--- src/rtl/interrupt_pkg.sv ---
// Shared constants and types for the interrupt controller and its priority encoder.
// Source indices, register addresses, vector base and the acknowledge FSM states.
package interrupt_pkg;

    localparam int NUM_IRQ = 5;

    localparam int IRQ_VBLANK = 0;
    localparam int IRQ_STAT   = 1;
    localparam int IRQ_TIMER  = 2;
    localparam int IRQ_SERIAL = 3;
    localparam int IRQ_JOYPAD = 4;

    localparam logic [15:0] IF_ADDR     = 16'hFF0F;
    localparam logic [15:0] IE_ADDR     = 16'hFFFF;
    localparam logic [15:0] VECTOR_BASE = 16'h0040;

    typedef enum logic [1:0] {
        IDLE    = 2'd0,
        CAPTURE = 2'd1,
        HOLD    = 2'd2
    } ack_state_e;

    // Restart address of source idx: sources sit 8 bytes apart from VECTOR_BASE.
    function automatic logic [15:0] irq_vector(input logic [2:0] idx);
        return VECTOR_BASE + {10'd0, idx, 3'b000};
    endfunction

endpackage

--- src/rtl/priority_encoder_5.sv ---
// Lowest-set-bit priority encoder over five request lines (bit 0 wins).
// Produces the one-hot grant, its binary index and a valid flag.
module priority_encoder_5 (
    input  logic [4:0] req,
    output logic [4:0] grant,
    output logic [2:0] index,
    output logic       valid
);

    // NOTE: every output gets a default before the loop so no latch is inferred.
    always_comb begin
        grant = '0;
        index = '0;
        valid = 1'b0;
        // Scan high to low so the lowest set bit is the last one written.
        for (int i = 4; i >= 0; i--) begin
            if (req[i]) begin
                grant = 5'b00001 << i;
                index = 3'(i);
                valid = 1'b1;
            end
        end
    end

endmodule

--- src/rtl/interrupt_controller.sv ---
// IF/IE register pair on the CPU bus with edge-latched peripheral requests and
// a three-state acknowledge handshake that captures the winning restart vector.
module interrupt_controller
    import interrupt_pkg::*;
(
    input  logic               i_Clk,
    input  logic               i_Rst,
    input  logic               i_Enable,
    input  logic [15:0]        i_Address,
    input  logic [7:0]         i_Bus,
    input  logic               i_Bus_Out,
    input  logic               i_Bus_In,
    output logic [7:0]         o_Bus,
    output logic               o_Selected,
    input  logic [NUM_IRQ-1:0] i_Sources,
    output logic [NUM_IRQ-1:0] o_Interrupts,
    input  logic               i_Handle_Interrupt,
    output logic [15:0]        o_Vector,
    output logic               o_Ack_Valid
);

    logic [NUM_IRQ-1:0] if_q, if_d, prev_q, rise, ack_clear, grant;
    logic [7:0]         ie_q;
    logic [2:0]         win_idx;
    logic               win_valid;
    logic [15:0]        win_vector, vector_q;
    logic               ack_valid_q;
    logic               sel_if, sel_ie;
    ack_state_e         state_q, state_d;

    assign sel_if     = (i_Address == IF_ADDR);
    assign sel_ie     = (i_Address == IE_ADDR);
    assign o_Selected = sel_if | sel_ie;

    assign rise         = i_Sources & ~prev_q;
    assign o_Interrupts = if_q & ie_q[NUM_IRQ-1:0];

    priority_encoder_5 u_encoder (
        .req   (o_Interrupts),
        .grant (grant),
        .index (win_idx),
        .valid (win_valid)
    );

    assign win_vector = win_valid ? irq_vector(win_idx) : 16'h0000;

    // A same-cycle peripheral rise must survive both a CPU write and an ack clear.
    assign if_d = (((i_Bus_Out && sel_if) ? i_Bus[NUM_IRQ-1:0] : if_q) & ~ack_clear) | rise;

    always_comb begin
        state_d   = state_q;
        ack_clear = '0;
        case (state_q)
            IDLE:    if (i_Handle_Interrupt) state_d = CAPTURE;
            CAPTURE: begin
                ack_clear = grant;
                state_d   = i_Handle_Interrupt ? HOLD : IDLE;
            end
            HOLD:    if (!i_Handle_Interrupt) state_d = IDLE;
            default: state_d = IDLE;
        endcase
    end

    // The vector is live during CAPTURE and replayed from the capture register in HOLD.
    always_comb begin
        o_Vector    = 16'h0000;
        o_Ack_Valid = 1'b0;
        if (state_q == CAPTURE) begin
            o_Vector    = win_vector;
            o_Ack_Valid = win_valid;
        end else if (state_q == HOLD) begin
            o_Vector    = vector_q;
            o_Ack_Valid = ack_valid_q;
        end
    end

    always_comb begin
        o_Bus = 8'h00;
        if (i_Bus_In && sel_if)
            o_Bus = {{(8 - NUM_IRQ){1'b1}}, if_q};
        else if (i_Bus_In && sel_ie)
            o_Bus = ie_q;
    end

    // NOTE: state registers use non-blocking assignments so every flop samples pre-edge values.
    always_ff @(posedge i_Clk or posedge i_Rst) begin
        if (i_Rst) begin
            if_q        <= '0;
            ie_q        <= '0;
            prev_q      <= '0;
            state_q     <= IDLE;
            vector_q    <= '0;
            ack_valid_q <= 1'b0;
        end else if (i_Enable) begin
            if_q    <= if_d;
            prev_q  <= i_Sources;
            state_q <= state_d;
            if (i_Bus_Out && sel_ie)
                ie_q <= i_Bus;
            if (state_q == CAPTURE) begin
                vector_q    <= win_vector;
                ack_valid_q <= win_valid;
            end else if (state_q == HOLD && !i_Handle_Interrupt) begin
                vector_q    <= '0;
                ack_valid_q <= 1'b0;
            end
        end
    end

endmodule

--- config.mk ---
export PLATFORM = sky130hd
export DESIGN_NAME = interrupt_controller
export DESIGN_NICKNAME = d
export VERILOG_FILES = /design/src/rtl/interrupt_pkg.sv /design/src/rtl/priority_encoder_5.sv /design/src/rtl/interrupt_controller.sv
export SDC_FILE = /design/constraint.sdc
export NUM_CORES = 1
export LEC_CHECK = 0
export BUFFER_PORTS_ARGS = -buffer_cell sky130_fd_sc_hd__buf_2
export CAP_MARGIN = 20
export CORE_MARGIN = 2
export CORE_UTILIZATION = 42
export CTS_CLUSTER_SIZE = 25
export DETAILED_ROUTE_END_ITERATION = 12
export PLACE_DENSITY = 0.75
export SKIP_CTS_REPAIR_TIMING = 1
export SLEW_MARGIN = 40
export SYNTH_ARGS = -nofsm -noshare
export SYNTH_HDL_FRONTEND = slang
export SYNTH_SLANG_ARGS = --single-unit
--- constraint.sdc ---
create_clock -name i_Clk -period 2.15 [get_ports i_Clk]
set_clock_uncertainty 0.05 [all_clocks]
set_input_delay 0.43 -clock i_Clk [delete_from_list [all_inputs] [get_ports i_Clk]]
set_output_delay 0.43 -clock i_Clk [all_outputs]
set_load 0.05 [all_outputs]
==> run_results.csv, run 1 <==
group,metric,value,unit
placed_design,io_buffers,53,
drt,ant_nets,0,
finish,n_antenna_cell,0,
setup_path,cp.arrival,1.84,ns
global_routing,antenna_found_initial,0,
hold_path,holdCritPathClass,"in -> async",
pwr,p_comb_share,18.7,%
drt,routed_wl,3460,µm
clocking,cts.path.max_buffers,2,
drt,via_count,1317,
timing,fin_tns_setup,-1.17,ns
finish,instances_no_fill,258,
floorplanning,start_util,44.3,%
synthesis,avgSynthCellArea,10.2,µm²
global_routing,grt_max_degree,25,
synthesis,yosysSeqAreaShare,40.3,%
synthesis,ys_seq_elements,24,
drt,routedWlPerCell,13.4,µm
setup_path,crit_buf_inv,3,
pwr,swShare,27.0,%
pwr,p_int,0.000727,W
global_routing,first_global_vias,1282,
setup_path,critPathMaxStageDelay,0.56,ns
drt,post-route-drc-count,0,
synthesis,ys_types,37,
pwr,clkPwrFrac,32.8,%
finish,nets,248,
placed_design,place_congestion,0.760,
floorplanning,ios,66,
timing,maxSlewViolCount,0,
setup_path,path_max_fanout,5,
setup_path,crit_path_end_kind,"primary output",
setup_path,cp_cell_sequence,"buf_6, or4_4, nor4_4, and2_4, buf_6, a22o_4, buf_8",
floorplanning,row_count,21,
global_routing,grt_pass1_wl,5640,µm
synthesis,synth_edf_count,0,
timing,fin_ws,-0.168,ns
timing,final_hold_viol_count,0,
global_routing,grt.overflow.total,0,
floorplanning,die_area,4040,µm²
setup_path,crit_path_frequent_cell,"buf_6",
timing,min_period,2.32,ns
synthesis,syn-instance-count,146,
finish,final_core_util,62.9,%
timing,setup_viol,9,
timing,fin_crit_sh,108,%
placed_design,placedCellCount,253,
placed_design,place_area,1860,µm²
synthesis,yosysWarnings,0,
timing,rsz0062_at_grt,"yes",
synthesis,synth-main-ff-cell,"dfrtp_1",
finish,drive_gt1_share,52.4,%
drt,first_pass_iters,4,
pwr,p_seq_share,48.5,%
clocking,root_buffer,"clkbuf_4",
pwr,p_leak,1.08,nW
run,maxCapViolations,0,
drt,drt_iter0_drc,52,
finish,area_delta_synth_final,42.1,%
floorplanning,die_h,63.6,µm
clocking,cts_tree,"built",
timing,fmax,431,MHz
setup_path,cp-start-kind,"input port",
finish,stdcell_area,2120,µm²
clocking,cts.htree.levels,1,
clocking,clkTransAtPathRegs,0.14,ns
status,status,"finished with violations",
pwr,power_density,470,nW/µm²
drt,viasPerCell,5.10,
setup_path,critPathKind,"in -> out",
global_routing,grt_usage,17.3,%
floorplanning,design.core.area,3360,µm²
synthesis,synthArstFlopShare,100,%
clocking,clock_latency,0.32,ns
floorplanning,die_w,63.6,µm
pwr,ir_drop,0.000302,V
synthesis,synth.cell_area,1490,µm²
placed_design,dpl.hpwl,2580,µm
clocking,clock_sinks,24,
pwr,p_sw,0.000269,W
pwr,total_power,0.000996,W
setup_path,slowest_stage,"or4_4",
setup_path,crit_required,1.67,ns
setup_path,critical_path.top_delay_family,"simple AND/OR/NAND/NOR gates",
clocking,cts_made_buffers,3,
status,violations,"setup timing",
## worst reg2reg max path, cell delays in order, from the launching register on
cell and delay (ns):
dfrtp_2 0.47, nor2b_4 0.15, o21ai_1 0.36, mux2_2 0.39
## synth_stat cells, types with 2 or more instances
| master | instances | area (µm²) |
|---|---|---|
| inv_1 | 5 | 18.8 |
| nand2_1 | 13 | 48.8 |
| a21o_1 | 3 | 22.5 |
| nand4_1 | 5 | 31.3 |
| nand3_1 | 5 | 25.0 |
| mux2i_1 | 5 | 50.1 |
| a22o_2 | 5 | 50.1 |
| and2_1 | 8 | 50.1 |
| mux2_2 | 16 | 180 |
| o21ai_0 | 4 | 20.0 |
| nor2b_1 | 7 | 43.8 |
| o2111ai_1 | 3 | 26.3 |
| clkbuf_1 | 2 | 7.51 |
| dfrtp_1 | 24 | 601 |
| o211ai_1 | 5 | 37.5 |
| a21o_2 | 3 | 26.3 |
| buf_4 | 13 | 97.6 |
## layer usage
metal  part of all wire (%)  GRT usage [%]  vias up
met1                     43           22.0      625
met5                      0              0        -
li1                       -              -      642
met3                    5.0           2.14        6
met2                     50           30.1       44
met4                    1.7           5.98        0
## through the flow
stage               hold WS (ns)  setup slack, ns
global placement           0.410           -0.269
CTS                       0.0730           -0.294
detailed placement         0.417           -0.285
global route               0.116           -0.230
floorplan                  0.395           -0.157
finish                    0.0683           -0.168
## state kept, by name, indices dropped and copies added, names as in the netlist
name and count:
ie_q 8, state_q 2, prev_q 5, if_q 5
vector_q 3, ack_valid_q 1
## cell type report
cell class	count	area [µm²]
tap	46	57.6
inverter	5	18.8
multi-input combinational	111	890
timing repair buffer	68	494
sequential	24	604
clock inverter	1	30.0
clock buffer	3	22.5
fill	296	1250
## power by group through the flow
stage,logic [W],registers [W],clock network [W]
2_1_floorplan,0.000140,0.000485,0
3_3_place_gp,0.000178,0.000488,0
3_5_place_dp,0.000180,0.000489,0
4_1_cts,0.000180,0.000480,0.000336
5_1_grt,0.000205,0.000485,0.000352
6_report,0.000186,0.000483,0.000327
## cells in the final DEF (no fill, tap or decap), types with 2 or more instances in the layout
cell type | Yosys | layout
o21ai_0 | 4 | 3
a22o_4 | 0 | 4
inv_1 | 5 | 5
a21o_4 | 0 | 3
and2_1 | 8 | 6
o21ai_1 | 1 | 2
buf_8 | 0 | 7
nand3_1 | 5 | 5
o2111ai_1 | 3 | 3
nand4_1 | 5 | 5
and2_2 | 1 | 2
buf_2 | 0 | 38
a21o_1 | 3 | 3
nand2_2 | 0 | 2
nand2_1 | 13 | 11
mux2_2 | 16 | 16
o211ai_1 | 5 | 5
conb_1 | 1 | 12
dfrtp_1 | 24 | 21
clkbuf_4 | 0 | 6
nor2b_1 | 7 | 6
buf_6 | 1 | 7
dfrtp_2 | 0 | 3
buf_4 | 13 | 13
mux2i_1 | 5 | 5
## worst paths after layout
check | depth (start not counted) | to | start | slack, ns
max reg2reg | 3 | vector_q[3] | state_q[0] | 0.64
min | 3 | ie_q[0] | i_Rst | 0.07
max in group asynchronous | 3 | if_q[2] | i_Rst | 1.71
min reg2reg | 2 | vector_q[4] | vector_q[4] | 0.45
min in group i_Clk | 2 | prev_q[4] | i_Sources[4] | 0.29
max | 7 | o_Bus[1] | i_Address[4] | -0.17
## logic make-up (layout without fill, tap and decap cells)
group           count (synthesis)  after routing  share of synthesized area, %
mux                            21             21                          15.4
buf+inv                        22             77                          9.32
other cells                     1             12                         0.252
compound gates                 31             31                          16.0
flops                          24             24                          40.3
simple gates                   47             47                          18.6
No activity file was read; power rests on OpenSTA's default activity.
==> inputs of run 2 (changes only) <==
Settings changed: CORE_UTILIZATION 42 to 48, PLACE_DENSITY 0.75 to 0.8, SYNTH_HIERARCHICAL set to 1.
Clock period 2.15 ns to 2.3 ns, I/O delays scaled along.
==> run 2 against run 1 <==
Effect of this change: the flow still finishes with violations (setup timing); power is 10% lower; count of clock-buffer cells in the layout did not move; setup slack improved by 0.087 ns.
==> run_results.csv, run 2 <==
group,metric,value,unit
floorplanning,die_area,3750,µm²
pwr,p_sw,0.000293,W
setup_path,r2r_slack,0.62,ns
synthesis,synth-main-ff-cell,"dfrtp_1",
pwr,clkPwrFrac,20.1,%
synthesis,synth_edf_count,0,
drt,ant_nets,0,
setup_path,crit_buf_inv,1,
finish,top_regs,"ie_q: 8 flops, if_q: 5 flops, prev_q: 5 flops",
synthesis,synthTopCellsByCount,"dfrtp_1, nand2_1, buf_4",
timing,fin_ws,-0.0804,ns
setup_path,r2r_start,"ie_q[2]",
drt,routed_wl,3420,µm
synthesis,synth_top_area_share,38.2,%
global_routing,grt_usage,18.8,%
pwr,p_leak,1.04,nW
drt,post-route-drc-count,0,
drt,viasPerCell,5.21,
floorplanning,row_count,20,
global_routing,grt.overflow.total,0,
global_routing,grt_pass1_wl,5330,µm
status,status,"finished with violations",
setup_path,r2r-end,"if_q[4]",
finish,final_cell_mix,"buf_2, dfrtp_1, nand2_1",
setup_path,critical_path.top_delay_family,"simple AND/OR/NAND/NOR gates",
pwr,p_seq_share,52.6,%
timing,maxSlewViolCount,0,
setup_path,endpoint,"o_Vector[5]",
setup_path,cp-start-kind,"flip-flop",
timing,fin_crit_sh,103,%
clocking,clock_sinks,24,
synthesis,syn-instance-count,156,
finish,top_register,"ie_q",
floorplanning,design.core.area,3080,µm²
clocking,cts_made_buffers,3,
hold_path,holdCritPathClass,"in -> async",
drt,first_pass_iters,4,
synthesis,yosysSeqAreaShare,38.2,%
floorplanning,die_h,61.2,µm
clocking,root_buffer,"clkbuf_4",
synthesis,yosysMostFrequentCell,"dfrtp_1",
finish,n_antenna_cell,0,
setup_path,slowest_stage,"dfrtp_1",
synthesis,synth.cell_area,1570,µm²
pwr,p_int,0.000600,W
drt,via_count,1343,
setup_path,cp_cell_sequence,"and2_2, nor4_4, and2_4, a32o_1, buf_6",
global_routing,use_met2,31.5,%
placed_design,io_buffers,53,
floorplanning,ios,66,
placed_design,dpl.hpwl,2580,µm
finish,layout_commonest_cell,"buf_2",
finish,largest_reg_flops,8,
setup_path,cp.arrival,1.87,ns
setup_path,crit_path_start,"ie_q[2]",
finish,drive_gt1_share,47.7,%
clocking,cts_tree,"built",
setup_path,critPathKind,"reg -> out",
status,violations,"setup timing",
synthesis,ys_types,38,
finish,nets,251,
placed_design,place_congestion,0.755,
timing,setup_viol,5,
pwr,total_power,0.000893,W
clocking,cts.path.max_buffers,2,
clocking,clock_latency,0.31,ns
pwr,p_comb_share,27.3,%
synthesis,synth_top_area_cell,"dfrtp_1",
timing,fmax,420,MHz
finish,area_delta_synth_final,26.0,%
timing,min_period,2.38,ns
run,maxCapViolations,0,
synthesis,yosys-top-cells-area,"dfrtp_1, mux2_2, buf_4",
synthesis,ys_seq_elements,24,
drt,drt_iter0_drc,40,
timing,final_hold_viol_count,0,
setup_path,cp.depth,5,
setup_path,crit_path_end_kind,"primary output",
floorplanning,start_util,51.1,%
pwr,swShare,32.8,%
global_routing,grt_max_degree,25,
timing,rsz0062_at_grt,"yes",
drt,routedWlPerCell,13.2,µm
clocking,cts.htree.levels,1,
global_routing,met3_usage,3.78,%
pwr,power_density,451,nW/µm²
pwr,ir_drop,0.000338,V
clocking,clkTransAtPathRegs,0.13,ns
global_routing,first_global_vias,1217,
setup_path,critPathMaxStageDelay,0.41,ns
floorplanning,die_w,61.2,µm
setup_path,path_max_fanout,6,
synthesis,yosysWarnings,6,
finish,final_core_util,64.4,%
global_routing,use_met1,25.3,%
global_routing,antenna_found_initial,0,
synthesis,synthArstFlopShare,100,%
setup_path,ff2ff_path_depth,7,
setup_path,crit_required,1.79,ns
synthesis,avgSynthCellArea,10.1,µm²
global_routing,busiest_layer,"met2",
run 2: worst reg2reg max path: stages, from the launching register on:
cell and delay [ns]:
dfrtp_1 0.41, and2_2 0.25, nor4_4 0.34, and2_4 0.23
buf_4 0.10, nand2_1 0.05, nand2_1 0.06, o211ai_1 0.07
run 2: worst min-delay path by stage:
stage / from / endpoint / slack (ns) / cells past startpoint
after floorplan: vector_q[3] / vector_q[3] / 0.40 / 2
after global placement: vector_q[5] / vector_q[5] / 0.42 / 2
after detailed placement: vector_q[4] / vector_q[4] / 0.43 / 2
after CTS: i_Rst / vector_q[5] / 0.12 / 3
after global routing: i_Rst / vector_q[5] / 0.14 / 3
final: i_Rst / if_q[3] / 0.12 / 3
run 2: cells by family after synthesis:
family | Yosys count | share of synthesized area (%)
simple gates | 61 | 26.3
compound gates | 31 | 15.3
buf+inv | 25 | 9.94
flops | 24 | 38.2
mux | 14 | 10.0
other cells | 1 | 0.238
run 2: area by class of cell:
| class | count | area, µm² |
|---|---|---|
| tap | 44 | 55.1 |
| sequential | 24 | 601 |
| clock buffer | 3 | 22.5 |
| timing repair buffer | 66 | 394 |
| fill | 281 | 1100 |
| inverter | 3 | 11.3 |
| multi-input combinational | 118 | 898 |
run 2: power groups by stage:
stage / clock network [W] / registers, W / logic, W
floorplan: 0 / 0.000473 / 0.000192
global placement: 0 / 0.000476 / 0.000232
detailed placement: 0 / 0.000478 / 0.000235
CTS: 0.000191 / 0.000470 / 0.000236
global route: 0.000198 / 0.000474 / 0.000265
finish: 0.000180 / 0.000469 / 0.000244
run 2: layer usage:
layer  vias up  share of wire [%]
li1        661                  -
met1       638                 47
met2        38                 48
met3         6                4.4
met4         0                1.0
met5         -                  0
run 2: through the flow:
| stage | hold slack [ns] | area [µm²] | std cells | setup TNS, ns | worst slack [ns] |
|---|---|---|---|---|---|
| 2_1_floorplan | 0.400 | 1630 | 167 | 0 | 0.0115 |
| 3_3_place_gp | 0.420 | 1860 | 250 | 0 | 0.0919 |
| 3_5_place_dp | 0.432 | 1860 | 250 | 0 | 0.0783 |
| 4_1_cts | 0.119 | 1890 | 253 | -1.08 | -0.231 |
| 5_1_grt | 0.137 | 1980 | 258 | -0.643 | -0.146 |
| 6_report | 0.117 | 1980 | 258 | -0.301 | -0.0804 |
==> inputs of run 3 (changes only) <==
Settings changed: CORE_MARGIN 2 to 4.
==> run 3 against run 2 <==
Effect of this change: power increased by 5.4%; register-to-register slack lost 0.08 ns; combinational power is essentially flat; non-clock buffer count increased by 5; the run still ends with setup timing left; sequential power hardly changed; sequential cell count stayed put; critical endpoint unchanged.
==> run_results.csv, run 3 (synthesized netlist as in run 2, its figures left out) <==
group,metric,value,unit
setup_path,cp-start-kind,"flip-flop",
finish,layout_commonest_cell,"buf_2",
clocking,cts_made_buffers,3,
clocking,cts.htree.levels,1,
timing,holdWs,0.0975,ns
setup_path,slowest_stage,"dfrtp_1",
placed_design,dpl.hpwl,2720,µm
hold_path,holdCritPathClass,"in -> async",
placed_design,place_area,1880,µm²
pwr,ir_drop,0.000354,V
global_routing,grt.overflow.total,0,
setup_path,crit_buf_inv,1,
drt,routed_wl,3600,µm
finish,stdcell_area,2040,µm²
clocking,clock_sinks,24,
drt,first_pass_iters,4,
status,violations,"setup timing",
finish,top_register,"ie_q",
drt,met2WireLength,1840,µm
setup_path,cp_cell_sequence,"and2_4, nor4_4, and2_4, a32o_2, buf_8",
run,maxCapViolations,0,
drt,routedWlPerCell,13.6,µm
timing,maxSlewViolCount,0,
finish,final_cell_mix,"buf_2, dfrtp_1, nand2_1",
timing,setup_viol,4,
clocking,root_buffer,"clkbuf_4",
setup_path,crit_path_end_kind,"primary output",
pwr,p_leak,1.08,nW
global_routing,grt_pass1_wl,5580,µm
setup_path,critPathKind,"reg -> out",
finish,final_core_util,65.8,%
drt,post-route-drc-count,0,
floorplanning,die_w,65.2,µm
floorplanning,row_count,20,
global_routing,grt_max_degree,25,
floorplanning,design.core.area,3100,µm²
setup_path,critPathMaxStageDelay,0.41,ns
global_routing,grt_usage,16.9,%
timing,rsz0062_at_grt,"yes",
setup_path,critical_path.top_delay_family,"simple AND/OR/NAND/NOR gates",
global_routing,antenna_found_initial,0,
drt,drt_iter0_drc,43,
timing,final_hold_viol_count,0,
drt,drt-met1-wl,1510,µm
global_routing,first_global_vias,1285,
pwr,power_density,461,nW/µm²
timing,fin_crit_sh,101,%
floorplanning,ios,66,
setup_path,ff2ff_path_depth,8,
setup_path,r2r-end,"ack_valid_q",
timing,fin_ws,-0.0220,ns
drt,ant_nets,0,
setup_path,path_max_fanout,3,
setup_path,crit_path_frequent_cell,"and2_4",
floorplanning,start_util,50.7,%
clocking,cts.path.max_buffers,2,
finish,drive_gt1_share,49.5,%
clocking,clock_latency,0.32,ns
finish,nets,256,
finish,area_delta_synth_final,29.8,%
clocking,cts_tree,"built",
drt,maxUsedRoutingLayer,"met4",
setup_path,r2r_start,"ie_q[3]",
timing,fin_tns_setup,-0.0624,ns
pwr,total_power,0.000941,W
status,status,"finished with violations",
timing,min_period,2.32,ns
drt,wl_met3,188,µm
setup_path,r2r_slack,0.54,ns
timing,fmax,431,MHz
clocking,clkTransAtPathRegs,0.13,ns
finish,top_regs,"ie_q: 8 flops, if_q: 5 flops, prev_q: 5 flops",
placed_design,io_buffers,53,
placed_design,place_congestion,0.804,
floorplanning,die_area,4260,µm²
finish,largest_reg_flops,8,
drt,viasPerCell,5.24,
setup_path,cp.arrival,1.81,ns
finish,n_antenna_cell,0,
floorplanning,die_h,65.2,µm
setup_path,crit_required,1.79,ns
drt,via_count,1384,
-- run 3: cell types whose count changed in the layout (fill, tap and decap cells not counted) --
cell / delta
a32o_2: +1
clkbuf_8: +1
and2_4: +1
buf_6: -1
a32o_1: -1
buf_8: +1
and2_2: -1
buf_2: -1
buf_4: +5
clkbuf_4: +1
-- run 3: worst max path at each step --
stage	from	endpoint	slack (ns)	cells past startpoint
3_5_place_dp	i_Address[4]	o_Bus[4]	0.07	6
5_1_grt	ie_q[3]	o_Vector[5]	-0.11	5
6_report	ie_q[3]	o_Vector[5]	-0.02	5
4_1_cts	ie_q[0]	o_Ack_Valid	-0.19	5
3_3_place_gp	i_Address[4]	o_Bus[4]	0.09	6
2_1_floorplan	ie_q[0]	o_Vector[6]	0.01	6
-- run 3: layer usage --
| metal | vias up | track usage (%) |
|---|---|---|
| li1 | 672 | - |
| met1 | 666 | 19.8 |
| met2 | 39 | 31.4 |
| met3 | 7 | 2.39 |
| met4 | 0 | 5.44 |
| met5 | - | 0 |
-- run 3: per-stage QoR --
| step | setup WS (ns) | std cells |
|---|---|---|
| 3_3_place_gp | 0.0919 | 252 |
| 2_1_floorplan | 0.0115 | 167 |
| 5_1_grt | -0.115 | 264 |
| 3_5_place_dp | 0.0674 | 252 |
| 6_report | -0.0220 | 264 |
| 4_1_cts | -0.190 | 256 |
-- run 3: power by group --
group,switching [W],internal [W]
Combinational,0.000155,0.0000895
Clock,0.000131,0.0000970
Sequential,0.0000207,0.000449
Total,0.000306,0.000635
-- run 3: area by class of cell --
| type | count | area, µm² |
|---|---|---|
| Sequential cell | 24 | 601 |
| Fill cell | 252 | 1060 |
| Inverter | 3 | 11.3 |
| Timing Repair Buffer | 71 | 438 |
| Multi-Input combinational cell | 118 | 901 |
| Tap cell | 44 | 55.1 |
| Clock buffer | 4 | 36.3 |
-- run 3: worst min-delay path, delay by kind of cell --
kind	cells	cell delay, ns
buffers and inverters	3	0.42
